<file path="config.mk">
export PLATFORM = sky130hd
export DESIGN_NAME = laser_fire_ctrl
export DESIGN_NICKNAME = d
export VERILOG_FILES = /design/src/rtl/laser_fire_pkg.sv /design/src/rtl/angle_window_cmp.sv /design/src/rtl/laser_fire_ctrl.sv
export SDC_FILE = /design/constraint.sdc
export NUM_CORES = 1
export LEC_CHECK = 0
export CORE_ASPECT_RATIO = 1.4
export CORE_MARGIN = 2
export CORE_UTILIZATION = 33
export DETAILED_ROUTE_END_ITERATION = 6
export SLEW_MARGIN = 20
export SYNTH_ARGS = -nofsm -noshare
export SYNTH_HDL_FRONTEND = slang
export SYNTH_SLANG_ARGS = --single-unit
export TNS_END_PERCENT = 10
</file>
<file path="constraint.sdc">
create_clock -name i_clk_50m -period 2.3 [get_ports i_clk_50m]
set_clock_uncertainty 0.15 [all_clocks]
set_input_delay 0.23 -clock i_clk_50m [delete_from_list [all_inputs] [get_ports i_clk_50m]]
set_output_delay 0.23 -clock i_clk_50m [all_outputs]
set_load 0.005 [all_outputs]
</file>
<file path="src/rtl/laser_fire_pkg.sv">
// Shared types and widths for the laser fire controller and its window comparator.
package laser_fire_pkg;

    localparam int ANGLE_W = 16;
    localparam int CW_W    = 8;
    localparam int DLY_W   = 8;
    localparam int FW_W    = 4;
    localparam int CNT_W   = 16;
    localparam int TMR_W   = 8;

    typedef enum logic [1:0] {
        ST_IDLE   = 2'd0,
        ST_CHARGE = 2'd1,
        ST_DELAY  = 2'd2,
        ST_FIRE   = 2'd3
    } state_t;

    // Phase length is max(len,1); the timer counts down to zero, so load len-1.
    function automatic logic [TMR_W-1:0] len_to_tmr(input logic [TMR_W-1:0] len);
        return (len == '0) ? '0 : len - TMR_W'(1);
    endfunction

endpackage

</file>
<file path="src/rtl/angle_window_cmp.sv">
// Combinational angle window test; start > stop wraps through zero, start == stop admits all angles.
module angle_window_cmp
    import laser_fire_pkg::*;
(
    input  logic [ANGLE_W-1:0] i_angle,
    input  logic [ANGLE_W-1:0] i_start,
    input  logic [ANGLE_W-1:0] i_stop,
    output logic               o_in_win
);

    always_comb begin
        if (i_start < i_stop) begin
            o_in_win = (i_angle >= i_start) && (i_angle <= i_stop);
        end else if (i_start > i_stop) begin
            o_in_win = (i_angle >= i_start) || (i_angle <= i_stop);
        end else begin
            o_in_win = 1'b1;
        end
    end

endmodule

</file>
<file path="src/rtl/laser_fire_ctrl.sv">
// Angle-triggered charge/delay/fire sequencer with per-frame dropped-sync accounting.
module laser_fire_ctrl
    import laser_fire_pkg::*;
(
    input  logic               i_clk_50m,
    input  logic               i_rst_n,
    input  logic               i_angle_sync,
    input  logic [ANGLE_W-1:0] i_code_angle,
    input  logic               i_zero_sign,
    input  logic               i_motor_state,
    input  logic               i_encoder_right,
    input  logic               i_laser_mode,
    input  logic               i_measure_mode,
    input  logic [ANGLE_W-1:0] i_angle_start,
    input  logic [ANGLE_W-1:0] i_angle_stop,
    input  logic [CW_W-1:0]    i_charge_width,
    input  logic [DLY_W-1:0]   i_fire_delay,
    input  logic [FW_W-1:0]    i_fire_width,
    output logic               o_laser_charge,
    output logic               o_laser_fire,
    output logic               o_fire_valid,
    output logic [ANGLE_W-1:0] o_fire_angle,
    output logic               o_busy,
    output logic [CNT_W-1:0]   o_frame_cnt,
    output logic [CNT_W-1:0]   o_miss_cnt
);

    state_t             state_q, state_d;
    logic [TMR_W-1:0]   tmr_q, tmr_d;
    logic [ANGLE_W-1:0] angle_q, angle_d;
    logic [CW_W-1:0]    cw_q, cw_d;
    logic [DLY_W-1:0]   dly_q, dly_d;
    logic [FW_W-1:0]    fw_q, fw_d;
    logic               charge_q, charge_d;
    logic               fire_q, fire_d;
    logic               valid_q, valid_d;
    logic [CNT_W-1:0]   frame_q, frame_d;
    logic [CNT_W-1:0]   miss_int_q, miss_int_d;
    logic [CNT_W-1:0]   miss_out_q, miss_out_d;

    logic en, in_win, hit, accept, miss;

    angle_window_cmp u_win (
        .i_angle  (i_code_angle),
        .i_start  (i_angle_start),
        .i_stop   (i_angle_stop),
        .o_in_win (in_win)
    );

    assign en     = i_laser_mode & i_measure_mode & i_motor_state & i_encoder_right;
    assign hit    = i_angle_sync & en & in_win;
    assign accept = hit & (state_q == ST_IDLE);
    assign miss   = hit & (state_q != ST_IDLE);

    always_comb begin
        state_d = state_q;
        tmr_d   = tmr_q;
        angle_d = angle_q;
        cw_d    = cw_q;
        dly_d   = dly_q;
        fw_d    = fw_q;

        unique case (state_q)
            ST_IDLE: begin
                if (accept) begin
                    state_d = ST_CHARGE;
                    tmr_d   = len_to_tmr(i_charge_width);
                    angle_d = i_code_angle;
                    cw_d    = i_charge_width;
                    dly_d   = i_fire_delay;
                    fw_d    = i_fire_width;
                end
            end
            ST_CHARGE: begin
                if (tmr_q != '0) begin
                    tmr_d = tmr_q - TMR_W'(1);
                end else if (dly_q == '0) begin
                    state_d = ST_FIRE;
                    tmr_d   = len_to_tmr({{(TMR_W-FW_W){1'b0}}, fw_q});
                end else begin
                    state_d = ST_DELAY;
                    tmr_d   = dly_q - TMR_W'(1);
                end
            end
            ST_DELAY: begin
                if (tmr_q != '0) begin
                    tmr_d = tmr_q - TMR_W'(1);
                end else begin
                    state_d = ST_FIRE;
                    tmr_d   = len_to_tmr({{(TMR_W-FW_W){1'b0}}, fw_q});
                end
            end
            ST_FIRE: begin
                if (tmr_q != '0) begin
                    tmr_d = tmr_q - TMR_W'(1);
                end else begin
                    state_d = ST_IDLE;
                end
            end
            default: state_d = ST_IDLE;
        endcase

        // Losing enable overrides any sequencing in progress.
        if ((state_q != ST_IDLE) && !en) begin
            state_d = ST_IDLE;
        end

        // Drives are registered from the next state so they are glitch-free and never overlap.
        charge_d = (state_d == ST_CHARGE);
        fire_d   = (state_d == ST_FIRE);
        valid_d  = (state_d == ST_FIRE) && (state_q != ST_FIRE);
    end

    always_comb begin
        frame_d    = frame_q;
        miss_int_d = miss_int_q;
        miss_out_d = miss_out_q;
        if (i_zero_sign) begin
            frame_d    = frame_q + CNT_W'(1);
            miss_out_d = miss_int_q;
            miss_int_d = miss ? CNT_W'(1) : '0;
        end else if (miss && (miss_int_q != '1)) begin
            miss_int_d = miss_int_q + CNT_W'(1);
        end
    end

    always_ff @(posedge i_clk_50m or negedge i_rst_n) begin
        if (!i_rst_n) begin
            state_q    <= ST_IDLE;
            tmr_q      <= '0;
            angle_q    <= '0;
            cw_q       <= '0;
            dly_q      <= '0;
            fw_q       <= '0;
            charge_q   <= 1'b0;
            fire_q     <= 1'b0;
            valid_q    <= 1'b0;
            frame_q    <= '0;
            miss_int_q <= '0;
            miss_out_q <= '0;
        end else begin
            state_q    <= state_d;
            tmr_q      <= tmr_d;
            angle_q    <= angle_d;
            cw_q       <= cw_d;
            dly_q      <= dly_d;
            fw_q       <= fw_d;
            charge_q   <= charge_d;
            fire_q     <= fire_d;
            valid_q    <= valid_d;
            frame_q    <= frame_d;
            miss_int_q <= miss_int_d;
            miss_out_q <= miss_out_d;
        end
    end

    assign o_laser_charge = charge_q;
    assign o_laser_fire   = fire_q;
    assign o_fire_valid   = valid_q;
    assign o_fire_angle   = angle_q;
    assign o_busy         = (state_q != ST_IDLE);
    assign o_frame_cnt    = frame_q;
    assign o_miss_cnt     = miss_out_q;

endmodule

</file>
==> impl_metrics.ini, run 1 <==
[detailed_routing]
drtIter0Drc = 161
post-route-drc-count = 0
postRouteAntennaNets = 0
wl_um = 16700
drt-wirelength-per-cell_um = 16.9
dr.pass1.iters = 5
viasPerCell = 5.17
vias = 5116

[cts]
htree_levels = 3
clock-root-buffer = clkbuf_16
clock_latency_ns = 0.34
clockBufferDepth = 2
clock_sinks = 89
clk_pin_slew_worst_paths_ns = 0.07
cts_made_buffers = 9
cts_tree = done

[global_route]
track_usage = 0.190
grt_pass1_wl_um = 26900
antenna_found_initial = 0
grt_max_degree = 62
grt_pass1_vias = 5534
grt_overflow = 0

[power_and_ir_drop]
pwr-share-comb = 0.361
internal_power_mw = 3.94
seq_power_share = 0.383
switching_share = 0.309
power.switching_mw = 1.76
p_leak_nw = 3.91
p_clk_frac = 0.256
power_density_nw_per_um2 = 634
peakVddDrop_mv = 0.393

[critical_path]
start_kind = primary input
crit_start = i_angle_stop[1]
critical_path_class = in2reg
crit_arrival_ns = 2.55
r2r_start = tmr_q[2]
crit_path_max_fanout = 8
end_kind = flop
worstPathRequired_ns = 2.38

[sta]
finalCriticalPeriod_ns = 2.47
maxSlewHeadroom = 0.593
maxSlewViolCount = 0
setup_tns_ns = -5.44
setup_viol = 43
worst_pin_slew_ns = 0.606
rsz0062_at_grt = true
hold_violations = 0
fin_crit_sh = 1.08
fmax_mhz = 404
fin_ws_ns = -0.173

[synth]
yosysSeqAreaShare = 0.400
synth_seq_cells = 89
synth-edff-count = 0
ys_top_cells_by_area = dfrtp_1 (40%), ha_1 (12%), mux2_2 (9.3%)
synthCells = 557
yosysTopAreaCell = dfrtp_1
synth.most_common_cell = dfrtp_1
avgSynthCellArea_um2 = 10.0
yosysWarnings = 0
netlist_area_um2 = 5570
ys_types = 62
synth.top_cell.area_share = 0.400
async_reset_ff_frac = 1.00
ys.flop_type = dfrtp_1
syn-num-nets = 688
synthTopCellsByCount = dfrtp_1 (89), ha_1 (55), inv_1 (54)

[finish]
n_fill_cell = 1491
antennaDiodeCount = 0
final_core_util = 0.540
area_growth_pct = 61.5
layoutNonFillerInstCount = 990
layout.nets = 914
design_area_um2 = 9000
drive_above_1_share = 0.405

[die]
coreArea_um2 = 16700
io-pin-count = 128
die_h_um = 158
dieArea_um2 = 18000
fp-row-count = 56
start_util = 0.334
fp.dieW_um = 114

[placement]
placed_cell_area_um2 = 7790
port_buffers = 127
place_congestion = 0.913
hpwlAfterDp_um = 12300
place_inst = 959

[outcome]
violations = negative setup slack
outcome = complete, but fails checks

[hold_path]
min_from = i_code_angle[11]
holdCritPathClass = in2reg

[run]
cap_violations = 0
-- cells by family after synthesis --
logic type               Yosys count  share of synthesized area
adder cells (fa/ha/maj)           56                      0.125
multiplexers                      48                     0.0965
XOR/XNOR                          33                     0.0519
AO/OA/AOI/OAI                    105                      0.135
flip-flops                        89                      0.400
buffers and inverters             65                     0.0445
AND/OR/NAND/NOR                  161                      0.148
-- registers in the layout, summed over array words and instances, names as in the netlist --
| register | cells |
|---|---|
| o_fire_valid | 1 |
| dly_q | 8 |
| miss_int_q | 16 |
| state_q | 2 |
| tmr_q | 8 |
| o_miss_cnt | 16 |
| o_laser_fire | 1 |
| o_fire_angle | 16 |
| fw_q | 4 |
| o_laser_charge | 1 |
| o_frame_cnt | 16 |
-- per-stage QoR --
stage               hold slack (ns)  power (mW)  setup slack, ns
finish                       0.0494        5.71           -0.173
global placement             0.0468        3.88            -1.02
detailed placement           0.0532        3.96            -1.07
global route                 0.0473        6.04           -0.255
CTS                          0.0291        5.71           -0.156
floorplan                    -0.216        2.97           -0.271
-- per-layer routing --
metal  GRT usage  wire (µm)  share of wire
met5           0          0              0
met1       0.204       6320           0.38
met3      0.0417        831          0.050
met4      0.0563        359          0.022
met2       0.368       9180           0.55
-- critical path, cell delays in order --
cell and delay [ns]:
buf_8 0.10, inv_12 0.03, ha_4 0.26, nor2b_4 0.13, o211ai_1 0.09, a2111o_1 0.42
a31oi_4 0.22, buf_6 0.13, o22ai_4 0.10, a21oi_4 0.23, buf_6 0.14, buf_16 0.14
mux2_2 0.34
-- cell type report --
type	count	area (µm²)	area share
Clock buffer	11	233	0.0259
Clock inverter	4	53.8	0.00598
Inverter	54	228	0.0253
Multi-Input combinational cell	403	3980	0.442
Sequential cell	89	2230	0.248
Tap cell	203	254	0.0282
Timing Repair Buffer	226	2020	0.225
-- layout by cell type, fill, tap and decap left out, types with 4 or more instances in the layout --
master           instances
ha_1                    17
buf_12                   4
inv_2                   12
xor2_1                  11
buf_2                   26
nand3_1                 16
clkdlybuf4s50_1         78
clkdlybuf4s15_2          6
buf_4                   79
mux2_4                  25
nor2_1                  33
inv_4                    5
clkbuf_16                9
buf_6                   25
xnor2_1                 21
inv_1                   36
nand2_1                 38
a21oi_1                 19
nor2b_1                  7
nand2_2                  4
nand2b_1                 4
and3_1                  10
nand4_1                 13
o21ai_0                  8
ha_4                    37
nor3_1                   7
a211oi_2                 4
dfrtp_1                 89
o21ai_1                  4
a21oi_2                 11
mux2_2                  21
-- power groups by stage --
stage | logic (mW) | registers [mW] | clock network [mW]
6_report | 2.06 | 2.18 | 1.46
3_5_place_dp | 1.77 | 2.18 | 0
3_3_place_gp | 1.72 | 2.16 | 0
4_1_cts | 2.02 | 2.18 | 1.51
5_1_grt | 2.25 | 2.23 | 1.56
2_1_floorplan | 0.808 | 2.16 | 0
-- path summary, 6_finish.rpt --
check	to	slack [ns]	depth (start not counted)
worst max-delay path	o_fire_angle[10]	-0.17	13
worst min-delay path	o_fire_angle[11]	0.05	2
worst max register to register	tmr_q[5]	-0.08	8
worst min register to register	o_frame_cnt[15]	0.32	1
max in group asynchronous	miss_int_q[5]	1.12	3
min in group asynchronous	o_fire_angle[11]	0.22	2
-- timing repair --
action,in CTS,in global routing
endpoints found under the setup margin,56,56
pin swaps,68,27
hold buffers,1,0
resized for setup,315,38
buffers inserted,9,5
gates cloned,2,0
endpoints found under the hold margin,28,0
(Power assumes the default switching activity.)
==> run 2: changes to the inputs <==
CORE_UTILIZATION = 40   (was 33)
PLACE_DENSITY = 0.69   (was not set)
==> run 2 against run 1 <==
  * The run still ends with negative setup slack left
  * Clock-buffer cell count is 1 lower
  * First-iteration DRC count rose by 27%
  * Combinational power is essentially flat
  * Critical path type unchanged
  * Critical endpoint is now o_fire_angle[2]
==> impl_metrics.ini, run 2 (same netlist as run 1, synthesis figures left out) <==
[finish]
final_cell_mix = dfrtp_1 (89), buf_4 (82), clkdlybuf4s50_1 (78)
design_area_um2 = 8930
area_growth_pct = 60.2
layout.nets = 909
antennaDiodeCount = 0
drive_above_1_share = 0.398
layout_commonest_cell = dfrtp_1

[detailed_routing]
vias = 5077
drt-wirelength-per-cell_um = 17.0
postRouteAntennaNets = 0
viasPerCell = 5.25
post-route-drc-count = 0
drtIter0Drc = 205
dr.pass1.iters = 4
wl_um = 16500

[cts]
cts_made_buffers = 9
clk_pin_slew_worst_paths_ns = 0.07
clock_sinks = 89
clock_latency_ns = 0.34
htree_levels = 3
clockBufferDepth = 2
clock-root-buffer = clkbuf_16
cts_tree = done

[global_route]
grt_overflow = 0
grt_max_degree = 48
antenna_found_initial = 0
grt_pass1_wl_um = 26300
grt_pass1_vias = 5520
track_usage = 0.220

[die]
fp.dieW_um = 104
die_h_um = 144
io-pin-count = 128
fp-row-count = 51
start_util = 0.404
coreArea_um2 = 13800
dieArea_um2 = 14900

[sta]
fin_ws_ns = -0.126
setup_tns_ns = -4.34
worst_pin_slew_ns = 0.654
finalCriticalPeriod_ns = 2.43
hold_violations = 0
fmax_mhz = 412
maxSlewHeadroom = 0.564
maxSlewViolCount = 0
fin_crit_sh = 1.05
setup_viol = 52
rsz0062_at_grt = true

[hold_path]
whs_path_depth = 2
holdPathEnd = o_fire_angle[12]
min_from = i_code_angle[12]
holdCritPathClass = in2reg

[critical_path]
path_cells = buf_8 > inv_4 > ha_4 > nor2b_4 > o211a_1 > o311ai_4 > nand3_2 > o21ai_4 > a21oi_4 > buf_6 > clkbuf_16 > mux2_4
critical_path_class = in2reg
path_buf_inv = 4
r2r-end = tmr_q[7]
crit_path_top_delay_cell = o311ai_4
crit_start = i_angle_start[1]
crit_arrival_ns = 2.51
max_stage_delay_ns = 0.38
worstPathRequired_ns = 2.38
critical-path-top-delay-family = compound AO/OA/AOI/OAI gates
r2r_start = tmr_q[4]
crit_path_max_fanout = 6
reg2regPathDepth = 8
end_kind = flop
rrSetupSlack_ns = -0.07
start_kind = primary input

[run]
cap_violations = 0

[placement]
port_buffers = 127
placed_cell_area_um2 = 7690
hpwlAfterDp_um = 11700
place_congestion = 0.868

[power_and_ir_drop]
power_density_nw_per_um2 = 650
peakVddDrop_mv = 0.325
p_leak_nw = 3.91

[outcome]
outcome = complete, but fails checks
violations = negative setup slack
## run 2: cell types whose count changed in the layout (fill, tap and decap cells not counted), moves of 4 or more
| cell | before | now |
|---|---|---|
| buf_6 | 25 | 13 |
| a21oi_1 | 19 | 28 |
| a21oi_2 | 11 | 2 |
| inv_2 | 12 | 20 |
| inv_1 | 36 | 30 |
| ha_4 | 37 | 32 |
| buf_2 | 26 | 22 |
| clkbuf_2 | 3 | 7 |
| ha_1 | 17 | 21 |
| mux2_2 | 21 | 17 |
| mux2_4 | 25 | 29 |
## run 2: metal layers
layer | global-route usage | wire [µm] | vias to the layer above
met5 | 0 | 0 | -
met4 | 0.102 | 480 | 0
met3 | 0.0340 | 694 | 30
met2 | 0.428 | 8930 | 149
met1 | 0.234 | 6370 | 2456
li1 | - | - | 2442
## run 2: worst reg2reg max path: stages (launching register included)
cell and delay [ns]:
dfrtp_1 0.38, or4_4 0.56, nor3_4 0.20, and2_4 0.19
nand2_2 0.06, or3_4 0.37, o22ai_2 0.18, a31oi_1 0.07
o2bb2ai_1 0.15
## run 2: how the worst max path moves through the flow
stage,to,slack [ns],cells past startpoint
finish,o_fire_angle[2],-0.13,12
global placement,miss_int_q[14],-0.96,12
global route,o_fire_angle[0],-0.18,11
CTS,o_fire_angle[1],-0.11,11
detailed placement,miss_int_q[14],-1.04,11
floorplan,miss_int_q[9],-0.27,10
## run 2: stage by stage
stage | std cells | setup WS, ns | power, mW | util | hold slack (ns)
floorplan | 557 | -0.271 | 2.97 | - | -0.216
global placement | 931 | -0.958 | 3.84 | 0.558 | 0.145
detailed placement | 931 | -1.04 | 3.92 | 0.558 | 0.157
CTS | 962 | -0.113 | 5.70 | 0.630 | 0.0363
global route | 967 | -0.184 | 6.11 | 0.648 | 0.0164
finish | 967 | -0.126 | 5.80 | 0.648 | 0.0194
## run 2: final cells by class
class | count | area (µm²)
repair buffers | 220 | 1950
well taps | 185 | 231
inverters | 54 | 223
fillers | 1073 | 4850
multi-input cells | 404 | 3980
clock buffers | 10 | 229
flip-flops and latches | 89 | 2230
clock inverters | 5 | 81.3
## run 2: power breakdown
part           total, mW  switching (mW)  internal, mW  leakage [nW]
Combinational       2.05           0.843          1.21          2.59
Clock               1.56           0.619         0.946         0.149
Sequential          2.18           0.302          1.88          1.17
Total               5.80            1.76          4.04          3.91
## run 2: timing repair
| action | in CTS | in global routing |
|---|---|---|
| hold buffers | 1 | 1 |
| cloned | 1 | 1 |
| pin swaps | 62 | 33 |
| endpoints found under the hold margin | 45 | 1 |
| endpoints found under the setup margin | 56 | 55 |
| resized for setup | 273 | 77 |
| setup buffers | 14 | 3 |
